`config.mk`:
```
export PLATFORM = sky130hd
export DESIGN_NAME = tag_assign_stage
export DESIGN_NICKNAME = d
export VERILOG_FILES = /design/src/rtl/tag_assign_stage_pkg.sv /design/src/rtl/tag_assign_stage_if.sv /design/src/rtl/tag_compact_select.sv /design/src/rtl/tag_assign_stage.sv
export SDC_FILE = /design/constraint.sdc
export NUM_CORES = 1
export LEC_CHECK = 0
export BUFFER_PORTS_ARGS = -buffer_cell sky130_fd_sc_hd__clkbuf_2
export CAP_MARGIN = 20
export CELL_PAD_IN_SITES_DETAIL_PLACEMENT = 1
export CELL_PAD_IN_SITES_GLOBAL_PLACEMENT = 2
export CORE_ASPECT_RATIO = 1.1
export CORE_MARGIN = 5
export CORE_UTILIZATION = 29
export CTS_BUF_LIST = sky130_fd_sc_hd__clkbuf_16
export CTS_CLUSTER_SIZE = 30
export DETAILED_ROUTE_END_ITERATION = 10
export PLACE_DENSITY_LB_ADDON = 0.1
export SYNTH_ARGS = -nofsm -noshare
export SYNTH_HDL_FRONTEND = slang
export SYNTH_SLANG_ARGS = --single-unit
```
`constraint.sdc`:
```
create_clock -name clk -period 2.7 [get_ports clk]
set_clock_uncertainty 0.15 [all_clocks]
set_input_delay 0 -clock clk [delete_from_list [all_inputs] [get_ports clk]]
set_output_delay 0 -clock clk [all_outputs]
set_load 0.05 [all_outputs]
```
`src/rtl/tag_assign_stage_pkg.sv`:
```
// Shared types and constants for the rename-side tag assignment stage.
package tag_assign_stage_pkg;

  localparam int unsigned NUM_ISSUE_DEF = 4;
  localparam int unsigned TAG_LEN_DEF   = 7;

  typedef logic [TAG_LEN_DEF-1:0] Tag;
  typedef logic [TAG_LEN_DEF-2:0] RFTag;

  // MSB set selects the immediate/no-register space.
  localparam Tag TAG_NONE = {1'b1, {(TAG_LEN_DEF-1){1'b0}}};

  localparam logic [0:0] ST_RUN   = 1'b0;
  localparam logic [0:0] ST_FLUSH = 1'b1;

  function automatic int unsigned popcount(input logic [31:0] m);
    int unsigned n;
    n = 0;
    for (int unsigned i = 0; i < 32; i++) n += int'(m[i]);
    return n;
  endfunction

endpackage

```
`src/rtl/tag_assign_stage_if.sv`:
```
// Tag-buffer issue-slot bundle: offered-valid mask, demand mask and pop mask.
interface tag_assign_stage_if #(
  parameter int unsigned NUM_ISSUE = 4
);
  logic [NUM_ISSUE-1:0] tagsValid;
  logic [NUM_ISSUE-1:0] needMask;
  logic [NUM_ISSUE-1:0] useMask;

  modport master (output tagsValid, output needMask, input useMask);
  modport slave  (input tagsValid, input needMask, output useMask);
endinterface

```
`src/rtl/tag_compact_select.sv`:
```
// Compacting selector: maps the k-th needing slot onto the k-th valid offered tag.
module tag_compact_select
  import tag_assign_stage_pkg::*;
#(
  parameter int unsigned NUM_ISSUE = 4,
  parameter int unsigned IDXW      = 2
) (
  tag_assign_stage_if.slave                 sel,
  output logic [NUM_ISSUE-1:0][IDXW-1:0]    o_srcIdx,
  output logic                              o_enough
);
  localparam int unsigned CW = IDXW + 1;

  logic [NUM_ISSUE-1:0][CW-1:0] w_rankV;
  logic [NUM_ISSUE-1:0][CW-1:0] w_rankN;
  logic [CW-1:0]                w_need;
  logic [CW-1:0]                w_have;

  always_comb begin
    w_need   = CW'(popcount(32'(sel.needMask)));
    w_have   = CW'(popcount(32'(sel.tagsValid)));
    o_enough = (w_need <= w_have);

    // Exclusive prefix counts give each slot its rank within its own mask.
    w_rankV = '0;
    w_rankN = '0;
    for (int unsigned i = 1; i < NUM_ISSUE; i++) begin
      w_rankV[i] = w_rankV[i-1] + CW'(sel.tagsValid[i-1]);
      w_rankN[i] = w_rankN[i-1] + CW'(sel.needMask[i-1]);
    end

    sel.useMask = '0;
    o_srcIdx    = '0;
    for (int unsigned i = 0; i < NUM_ISSUE; i++) begin
      sel.useMask[i] = sel.tagsValid[i] && (w_rankV[i] < w_need);
      for (int unsigned j = 0; j < NUM_ISSUE; j++) begin
        if (sel.needMask[i] && sel.tagsValid[j] && (w_rankV[j] == w_rankN[i]))
          o_srcIdx[i] = IDXW'(j);
      end
    end
  end

endmodule

```
`src/rtl/tag_assign_stage.sv`:
```
// Binds free physical tags to a decoded group and registers it for the rename stage.
module tag_assign_stage
  import tag_assign_stage_pkg::*;
#(
  parameter int unsigned NUM_ISSUE = NUM_ISSUE_DEF,
  parameter int unsigned TAG_LEN   = TAG_LEN_DEF
) (
  input  logic                                 clk,
  input  logic                                 rst,
  input  logic                                 IN_mispr,
  input  logic                                 IN_mispredFlush,
  input  logic [NUM_ISSUE-1:0]                 IN_instValid,
  input  logic [NUM_ISSUE-1:0]                 IN_needTag,
  output logic                                 OUT_stall,
  input  logic [NUM_ISSUE-1:0][TAG_LEN-2:0]    IN_tags,
  input  logic [NUM_ISSUE-1:0]                 IN_tagsValid,
  output logic [NUM_ISSUE-1:0]                 OUT_tagUse,
  input  logic                                 IN_stall,
  output logic [NUM_ISSUE-1:0]                 OUT_valid,
  output logic [NUM_ISSUE-1:0][TAG_LEN-1:0]    OUT_tagDst,
  output logic [31:0]                          OUT_stallCycles
);
  localparam int unsigned IDXW = (NUM_ISSUE > 1) ? $clog2(NUM_ISSUE) : 1;
  localparam logic [TAG_LEN-1:0] W_TAG_NONE = {1'b1, {(TAG_LEN-1){1'b0}}};

  logic [0:0]                           r_state;
  logic [NUM_ISSUE-1:0]                 r_valid;
  logic [NUM_ISSUE-1:0][TAG_LEN-1:0]    r_tagDst;
  logic [31:0]                          r_stallCycles;

  logic [NUM_ISSUE-1:0]                 w_needMask;
  logic [NUM_ISSUE-1:0][IDXW-1:0]       w_srcIdx;
  logic                                 w_enough;
  logic                                 w_accept;
  logic [NUM_ISSUE-1:0][TAG_LEN-1:0]    w_tagDstNext;

  tag_assign_stage_if #(.NUM_ISSUE(NUM_ISSUE)) u_sel_if ();

  assign w_needMask         = IN_instValid & IN_needTag;
  assign u_sel_if.tagsValid = IN_tagsValid;
  assign u_sel_if.needMask  = w_needMask;

  tag_compact_select #(
    .NUM_ISSUE (NUM_ISSUE),
    .IDXW      (IDXW)
  ) u_select (
    .sel      (u_sel_if.slave),
    .o_srcIdx (w_srcIdx),
    .o_enough (w_enough)
  );

  // Gating on rst keeps the tag buffer untouched while reset is held.
  assign w_accept = rst && (r_state == ST_RUN) && !IN_mispr && !IN_mispredFlush &&
                    !IN_stall && (|IN_instValid) && w_enough;

  assign OUT_stall  = (|IN_instValid) && !w_accept;
  assign OUT_tagUse = w_accept ? u_sel_if.useMask : '0;

  always_comb begin
    w_tagDstNext = '0;
    for (int unsigned i = 0; i < NUM_ISSUE; i++)
      w_tagDstNext[i] = w_needMask[i] ? {1'b0, IN_tags[w_srcIdx[i]]} : W_TAG_NONE;
  end

  // The flush exit cycle is still FLUSH, which produces the one-cycle bubble.
  always_ff @(posedge clk or negedge rst) begin
    if (!rst)
      r_state <= ST_RUN;
    else if (IN_mispr)
      r_state <= ST_FLUSH;
    else if ((r_state == ST_FLUSH) && !IN_mispredFlush)
      r_state <= ST_RUN;
  end

  always_ff @(posedge clk or negedge rst) begin
    if (!rst) begin
      r_valid  <= '0;
      r_tagDst <= '0;
    end else if (IN_mispr) begin
      r_valid <= '0;
    end else if (w_accept) begin
      r_valid  <= IN_instValid;
      r_tagDst <= w_tagDstNext;
    end else if (!IN_stall) begin
      r_valid <= '0;
    end
  end

  always_ff @(posedge clk or negedge rst) begin
    if (!rst)
      r_stallCycles <= '0;
    else if (OUT_stall && (r_stallCycles != '1))
      r_stallCycles <= r_stallCycles + 32'd1;
  end

  assign OUT_valid       = r_valid;
  assign OUT_tagDst      = r_tagDst;
  assign OUT_stallCycles = r_stallCycles;

endmodule

```
==> run_results.csv, run 1 <==
group,metric,value,unit
outcome,status,"finished with violations",
outcome,violations,"setup timing",
place,dp_cells,811,
hold_path,hold_path_depth,3,
sta,finalMaxSlewViolations,0,
hold_path,hold_start,"IN_tags[10]",
finish,areaGrowthSynthToFinish,53.66,%
sta,period_needed,2799,ps
finish,final_area,6743,µm²
route,first_iter_violations,158,
synth,yosys_warnings,0,
finish,finalNonFillerCells,860,
place,post-place-ws,-518.0,ps
sta,fmax,357.3,MHz
setup_path,worstPathArrival,2650,ps
synth,synthSimpleGateAreaFrac,20.07,%
synth,avgSynthCellArea,9.581,µm²
floorplanning,core-area,14940,µm²
setup_path,end_kind,"output pin",
synth,syn_inst,458,
place,numPortBuffers,109,
route,first_pass_iters,4,
cts,cts.clk_slew.worst_paths,50,ps
hold_path,hold_class,"input port to register",
finish,fillers,1722,
floorplanning,die-width,127.3,µm
job,cap_violations,0,
cts,cts_tree,"done",
route,vias_per_cell,5.074,
synth,synth_top_family_by_area,"simple AND/OR/NAND/NOR gates",
finish,multi_input_area,2925,µm²
setup_path,cp.required,2550,ps
power_and_ir_drop,ir_drop,275.5,µV
setup_path,r2r_cells,6,
cts,cts_sinks,65,
power_and_ir_drop,power.leakage,3.228,nW
floorplanning,die_y,139.0,µm
grt,grt_max_degree,66,
place,hpwl,12.36,mm
finish,postLayoutCoreUtil,45.14,%
synth,netlist_area,4388,µm²
place,place.gp.congestion,0.8525,
setup_path,crit_fanout,3,
power_and_ir_drop,finalPower,3.846,mW
cts,clock_path_buffers,2,
grt,antenna_found_initial,0,
route,vias,4364,
synth,synth-xor-area-share,8.184,%
floorplanning,start_util,29.38,%
grt,grt_pass1_vias,4719,
synth,async_flop_share,100.0,%
synth,synthAdderAreaFrac,6.102,%
setup_path,worst_r2r_endpoint,"OUT_stallCycles[1]$_DFFE_PN0P_",
setup_path,critical_path_class,"input port to output pin",
sta,setup_viol,9,
power_and_ir_drop,power_density,570.4,nW/µm²
route,drt-total-wl,16.11,mm
floorplanning,dieArea,17690,µm²
cts,worstSkewPairLatency,340,ps
sta,fin_ws,-98.71,ps
cts,root_buffer,"clkbuf_16",
finish,num_antenna_cells,0,
grt,grt_pass1_wl,25.92,mm
synth,synth_edf_count,0,
grt,grt_overflow,0,
synth,syn_nets,518,
place,place_area,5892,µm²
cts,htreeDepth,3,
synth,ys_ff_latch,65,
setup_path,timing.rr.start,"OUT_stallCycles[24]$_DFFE_PN0P_",
sta,tns,-409.5,ps
synth,synth_compound_area_share,17.14,%
synth,yosysUniqueCellTypes,66,
setup_path,rrSetupSlack,270,ps
setup_path,startpoint_type,"input port",
synth,ys.flop_type,"dfrtp_1",
sta,hold_ws,18.00,ps
route,postRouteAntennaNets,0,
sta,tightest_slew,883.9,ps
sta,slew-limit-headroom,41.08,%
floorplanning,num_rows,47,
finish,seqCellArea,1627,µm²
route,post-route-drc-count,0,
finish,nNetsFinal,720,
sta,rsz0062_at_grt,"yes",
synth,ys_seq_area_share,37.07,%
sta,finalCritPeriodShare,103.7,%
grt,grtUsageTotal,18.35,%
finish,drive_gt1_share,42.47,%
route,avgRoutedWirePerCell,18.73,µm
synth,synth_mux_area_share,5.817,%
sta,hold_viol,0,
floorplanning,pin_count,110,
cts,numCtsBuffers,9,
hold_path,min_to,"OUT_tagDst[18]$_DFFE_PN0P_",
-- cell usage in the layout (no fill, tap or decap), types with 16 or more instances in the layout --
| cell type | n |
|---|---|
| buf_4 | 63 |
| clkbuf_2 | 102 |
| dfrtp_1 | 65 |
| dlygate4sd3_1 | 28 |
| inv_1 | 31 |
| mux2i_1 | 21 |
| nand2_1 | 27 |
| nand3_1 | 28 |
| nor2_1 | 16 |
| xor2_1 | 29 |
-- worst max path at each step --
stage	endpoint	cells after the start	from	slack [ps]
floorplan	OUT_stallCycles[25]$_DFFE_PN0P_	12	IN_needTag[0]	-470
global placement	OUT_tagDst[27]$_DFFE_PN0P_	16	IN_tagsValid[1]	-360
detailed placement	OUT_tagDst[27]$_DFFE_PN0P_	16	IN_tagsValid[1]	-520
CTS	OUT_tagUse[3]	14	IN_tagsValid[0]	-90
global route	OUT_stallCycles[31]$_DFFE_PN0P_	12	IN_instValid[0]	-170
finish	OUT_tagUse[3]	15	IN_instValid[0]	-100
-- sequential cells by signal (all words and copies together) (netlist names) --
| register | cells |
|---|---|
| OUT_tagDst | 28 |
| OUT_valid | 4 |
| r_state | 1 |
| OUT_stallCycles | 32 |
-- power by group --
group	leakage [nW]	switching, mW	internal, mW
logic	2.26	0.983	0.480
clock network	0.141	0.435	0.696
registers	0.827	0.133	1.12
total	3.23	1.55	2.29
-- worst max-delay path, stage by stage --
cell       delay [ps]
buf_6              90
and2_4            160
ha_4              270
inv_2              30
fa_2              370
ha_4              300
nor2b_4            40
buf_6             110
o21ai_4           150
o2111ai_4         130
buf_6             160
nand2b_4          150
buf_12            140
a2111oi_4         350
buf_12            190
-- cell families after synthesis --
group | Yosys count
xor+xnor | 41
simple gates | 161
buf+inv | 56
flops | 65
mux | 25
fa+ha+maj | 19
compound gates | 91
-- metal layers --
metal	vias up	wire length [µm]	GRT usage, %
li1	2075	-	-
met1	2178	7049	23.65
met2	90	8159	31.05
met3	21	602	3.390
met4	0	295	5.590
met5	-	0	0
-- synth_stat cells, drive strengths merged, types with 5 or more instances --
master   n  area [µm²]
clkbuf   5       18.77
o221a    6       67.56
nand3   29       150.1
buf     12       81.33
xor2    29       254.0
a21oi    5       28.78
inv     39       146.4
and2     6       40.04
o21ai   17       85.08
a22oi   12       90.09
ha      15       187.7
nor4     6       58.80
a22o    10       87.58
nor3    18       90.09
a32o     5       50.05
nand4    9       56.30
xnor2   12       105.1
dfrtp   65        1627
mux2i   21       210.2
o211ai   5       37.54
a221oi   7       61.31
and3     5       31.28
nand2   37       138.9
nor2    24       90.09
-- repair_timing --
| item | CTS | global route |
|---|---|---|
| hold buffers | 28 | 0 |
| pin swaps | 8 | 5 |
| setup buffers | 5 | 1 |
| resized for setup | 20 | 27 |
| setup endpoints to repair | 11 | 41 |
| hold endpoints to repair | 83 | 0 |
-- area by class of cell --
class | count | area share (%)
Tap cell | 196 | 3.637
Timing Repair Buffer | 208 | 22.58
Clock inverter | 6 | 0.7608
Inverter | 39 | 2.171
Multi-Input combinational cell | 337 | 43.38
Sequential cell | 65 | 24.12
Clock buffer | 9 | 3.340
Power figures use the tool's default switching activity.
==> run 2: changes to the inputs <==
--- a/config.mk
+++ b/config.mk
@@ -11,11 +11,13 @@
 export CELL_PAD_IN_SITES_GLOBAL_PLACEMENT = 2
 export CORE_ASPECT_RATIO = 1.1
 export CORE_MARGIN = 5
-export CORE_UTILIZATION = 29
+export CORE_UTILIZATION = 30
 export CTS_BUF_LIST = sky130_fd_sc_hd__clkbuf_16
 export CTS_CLUSTER_SIZE = 30
 export DETAILED_ROUTE_END_ITERATION = 10
+export GPL_TIMING_DRIVEN = 0
 export PLACE_DENSITY_LB_ADDON = 0.1
 export SYNTH_ARGS = -nofsm -noshare
 export SYNTH_HDL_FRONTEND = slang
+export SYNTH_HIERARCHICAL = 1
 export SYNTH_SLANG_ARGS = --single-unit
==> run 2 against run 1 <==
The run still ends with setup timing left; cell count shrank 10%; critical path depth rose by 1; sequential share of layout area increased by 1.7 points; largest cell class unchanged; cell area decreased by 6.6%.
==> run_results.csv, run 2 <==
group,metric,value,unit
synth,yosysUniqueCellTypes,61,
synth,synth_mux_area_share,12.55,%
finish,multi_input_area,2979,µm²
cts,root_buffer,"clkbuf_16",
synth,ys_seq_area_share,37.01,%
synth,netlist_area,4395,µm²
floorplanning,start_util,30.55,%
floorplanning,pin_count,110,
finish,num_antenna_cells,0,
finish,drive_gt1_share,43.47,%
route,post-route-drc-count,0,
hold_path,hold_class,"input port to asynchronous set/reset pin",
synth,synthSimpleGateAreaFrac,22.60,%
sta,finalMaxSlewViolations,0,
setup_path,worstPathArrival,2900,ps
sta,setup_viol,27,
sta,tightest_slew,1192,ps
synth,synth-xor-area-share,9.564,%
finish,layout_commonest_cell,"clkbuf_2",
route,first_pass_iters,4,
sta,slew-limit-headroom,19.86,%
power_and_ir_drop,clkPwrFrac,26.5,%
synth,synth_compound_area_share,7.316,%
cts,worstSkewPairLatency,330,ps
synth,yosys.area.top_type,"dfrtp_1",
power_and_ir_drop,seqPwrFrac,33.7,%
floorplanning,die_y,137.0,µm
finish,seqCellArea,1627,µm²
synth,ys_ff_latch,65,
route,drt-total-wl,14.77,mm
floorplanning,dieArea,17170,µm²
synth,yosysMostFrequentCell,"nand2_1",
cts,clock_path_buffers,2,
synth,synth_top_family_by_area,"simple AND/OR/NAND/NOR gates",
synth,avgSynthCellArea,10.27,µm²
sta,period_needed,2836,ps
route,vias,3925,
power_and_ir_drop,power_density,609.0,nW/µm²
place,hpwl,10.76,mm
route,avgRoutedWirePerCell,19.08,µm
sta,rsz0062_at_grt,"yes",
setup_path,startpoint_type,"input port",
place,numPortBuffers,109,
grt,antenna_found_initial,0,
grt,grt_pass1_wl,23.38,mm
power_and_ir_drop,power.leakage,2.774,nW
synth,synthAdderAreaFrac,6.376,%
setup_path,end_kind,"register",
power_and_ir_drop,finalPower,3.836,mW
finish,nNetsFinal,639,
cts,htreeDepth,3,
sta,hold_viol,0,
route,postRouteAntennaNets,0,
setup_path,crit_fanout,7,
setup_path,cp.required,2760,ps
cts,cts.clk_slew.worst_paths,50,ps
synth,synth_top_area_share,37.01,%
setup_path,critical_path_class,"input port to register",
sta,finalCritPeriodShare,105.0,%
synth,syn_nets,489,
route,first_iter_violations,144,
grt,grtUsageTotal,17.37,%
power_and_ir_drop,ir_drop,250.5,µV
power_and_ir_drop,power_frac_comb,39.8,%
outcome,status,"finished with violations",
cts,cts_sinks,65,
cts,numCtsBuffers,9,
synth,syn_inst,428,
synth,ys.flop_type,"dfrtp_1",
outcome,violations,"setup timing",
cts,cts_tree,"done",
power_and_ir_drop,intPower,2.219,mW
floorplanning,die-width,125.4,µm
synth,async_flop_share,100.0,%
floorplanning,core-area,14390,µm²
sta,fmax,352.6,MHz
finish,largest_reg_flops,32,
power_and_ir_drop,switchingPower,1.617,mW
place,post-place-ws,-1251,ps
job,cap_violations,0,
synth,synthTopCellsByArea,"dfrtp_1 (37%), mux4_2 (12%), nand2_1 (6.4%), xor2_1 (6.2%), ha_1 (4.6%)",
place,place.gp.congestion,0.7551,
floorplanning,num_rows,46,
finish,final_cell_mix,"clkbuf_2 (102), nand2_1 (73), dfrtp_1 (65), xor2_1 (29), mux4_2 (24)",
route,vias_per_cell,5.071,
synth,yosys_warnings,6,
grt,grt_pass1_vias,4375,
synth,yosys-top-cells-count,"nand2_1 (75), dfrtp_1 (65), xor2_1 (31), o21ai_0 (28), mux4_2 (24)",
finish,areaGrowthSynthToFinish,43.30,%
synth,synth_edf_count,0,
finish,fillers,1604,
grt,grt_overflow,0,
sta,fin_ws,-136.1,ps
power_and_ir_drop,switching_share,42.15,%
grt,grt_max_degree,40,
run 2: repair_timing:
| action | CTS | global route |
|---|---|---|
| buffers inserted | 11 | 9 |
| resized for setup | 62 | 46 |
| endpoints found under the hold margin | 71 | 0 |
| hold buffers | 12 | 0 |
| endpoints found under the setup margin | 69 | 65 |
| gates cloned | 1 | 0 |
| pin swaps | 13 | 17 |
run 2: logic make-up (layout without fill, tap and decap cells):
group / Yosys count / count (layout)
muxes: 25 / 25
buffers and inverters: 38 / 192
AOI/OAI and AO/OA: 52 / 52
DFF: 65 / 65
xor gates and xnor gates: 48 / 48
adders and majority gates: 20 / 20
and+or+nand+nor: 180 / 180
run 2: power groups by stage:
stage                     Combinational [mW]  Clock, mW  Sequential (mW)
final                                   1.53       1.02             1.29
after global placement                  1.40          0             1.31
after global routing                    1.63       1.09             1.32
after floorplan                        0.510          0             1.81
after detailed placement                1.41          0             1.31
after CTS                               1.50       1.05             1.30
run 2: path summary, 6_finish.rpt:
kind | from | endpoint | slack [ps] | cells after the start
worst max-delay path | IN_instValid[1] | OUT_stallCycles[15]$_DFFE_PN0P_ | -140 | 16
worst min register to register | OUT_tagDst[13]$_DFFE_PN0P_ | OUT_tagDst[13]$_DFFE_PN0P_ | 320 | 2
max in group asynchronous | rst | OUT_tagDst[22]$_DFFE_PN0P_ | 1830 | 3
worst max register to register | OUT_stallCycles[7]$_DFFE_PN0P_ | OUT_stallCycles[21]$_DFFE_PN0P_ | 220 | 5
worst min-delay path | rst | OUT_stallCycles[27]$_DFFE_PN0P_ | 20 | 2
min in group clk | IN_tags[23] | OUT_tagDst[19]$_DFFE_PN0P_ | 40 | 4
run 2: final cells by class:
cell class              instances  share of cell area [%]
multi-input cells             325                   47.30
clock buffers                   9                   3.576
plain buffers                  16                   2.523
inverters                      17                   1.093
repair buffers                144                   15.44
flip-flops and latches         65                   25.82
clock inverters                 6                  0.4370
well taps                     192                   3.814
run 2: critical path: stages:
cell	delay (ps)
buf_6	100
and2_4	180
fa_1	500
ha_4	210
ha_4	190
xor2_4	190
o32ai_2	290
o2bb2ai_2	130
nand2b_4	90
nor4_4	50
nand2b_4	160
inv_6	90
buf_4	120
nand3_4	60
or3_4	390
xnor2_1	130
run 2: stage by stage:
stage	util, %	hold slack [ps]	std cells	cell area [µm²]	setup TNS (ps)
2_1_floorplan	-	-445.6	428	4534	-24530
3_3_place_gp	36.97	84.87	729	5320	-62350
3_5_place_dp	37.13	-165.3	730	5343	-68200
4_1_cts	42.46	2.233	766	6110	-2860
5_1_grt	43.77	57.33	774	6299	-10440
6_report	43.77	15.76	774	6299	-947.8
run 2: layer usage:
| layer | share of wire, % | vias up | global-route usage (%) | wire length, µm |
|---|---|---|---|---|
| li1 | - | 1837 | - | - |
| met1 | 40 | 1968 | 20.71 | 5970 |
| met2 | 54 | 100 | 31.29 | 7908 |
| met3 | 4.1 | 20 | 3.240 | 612 |
| met4 | 1.9 | 0 | 6.506 | 274 |
| met5 | 0 | - | 0 | 0 |
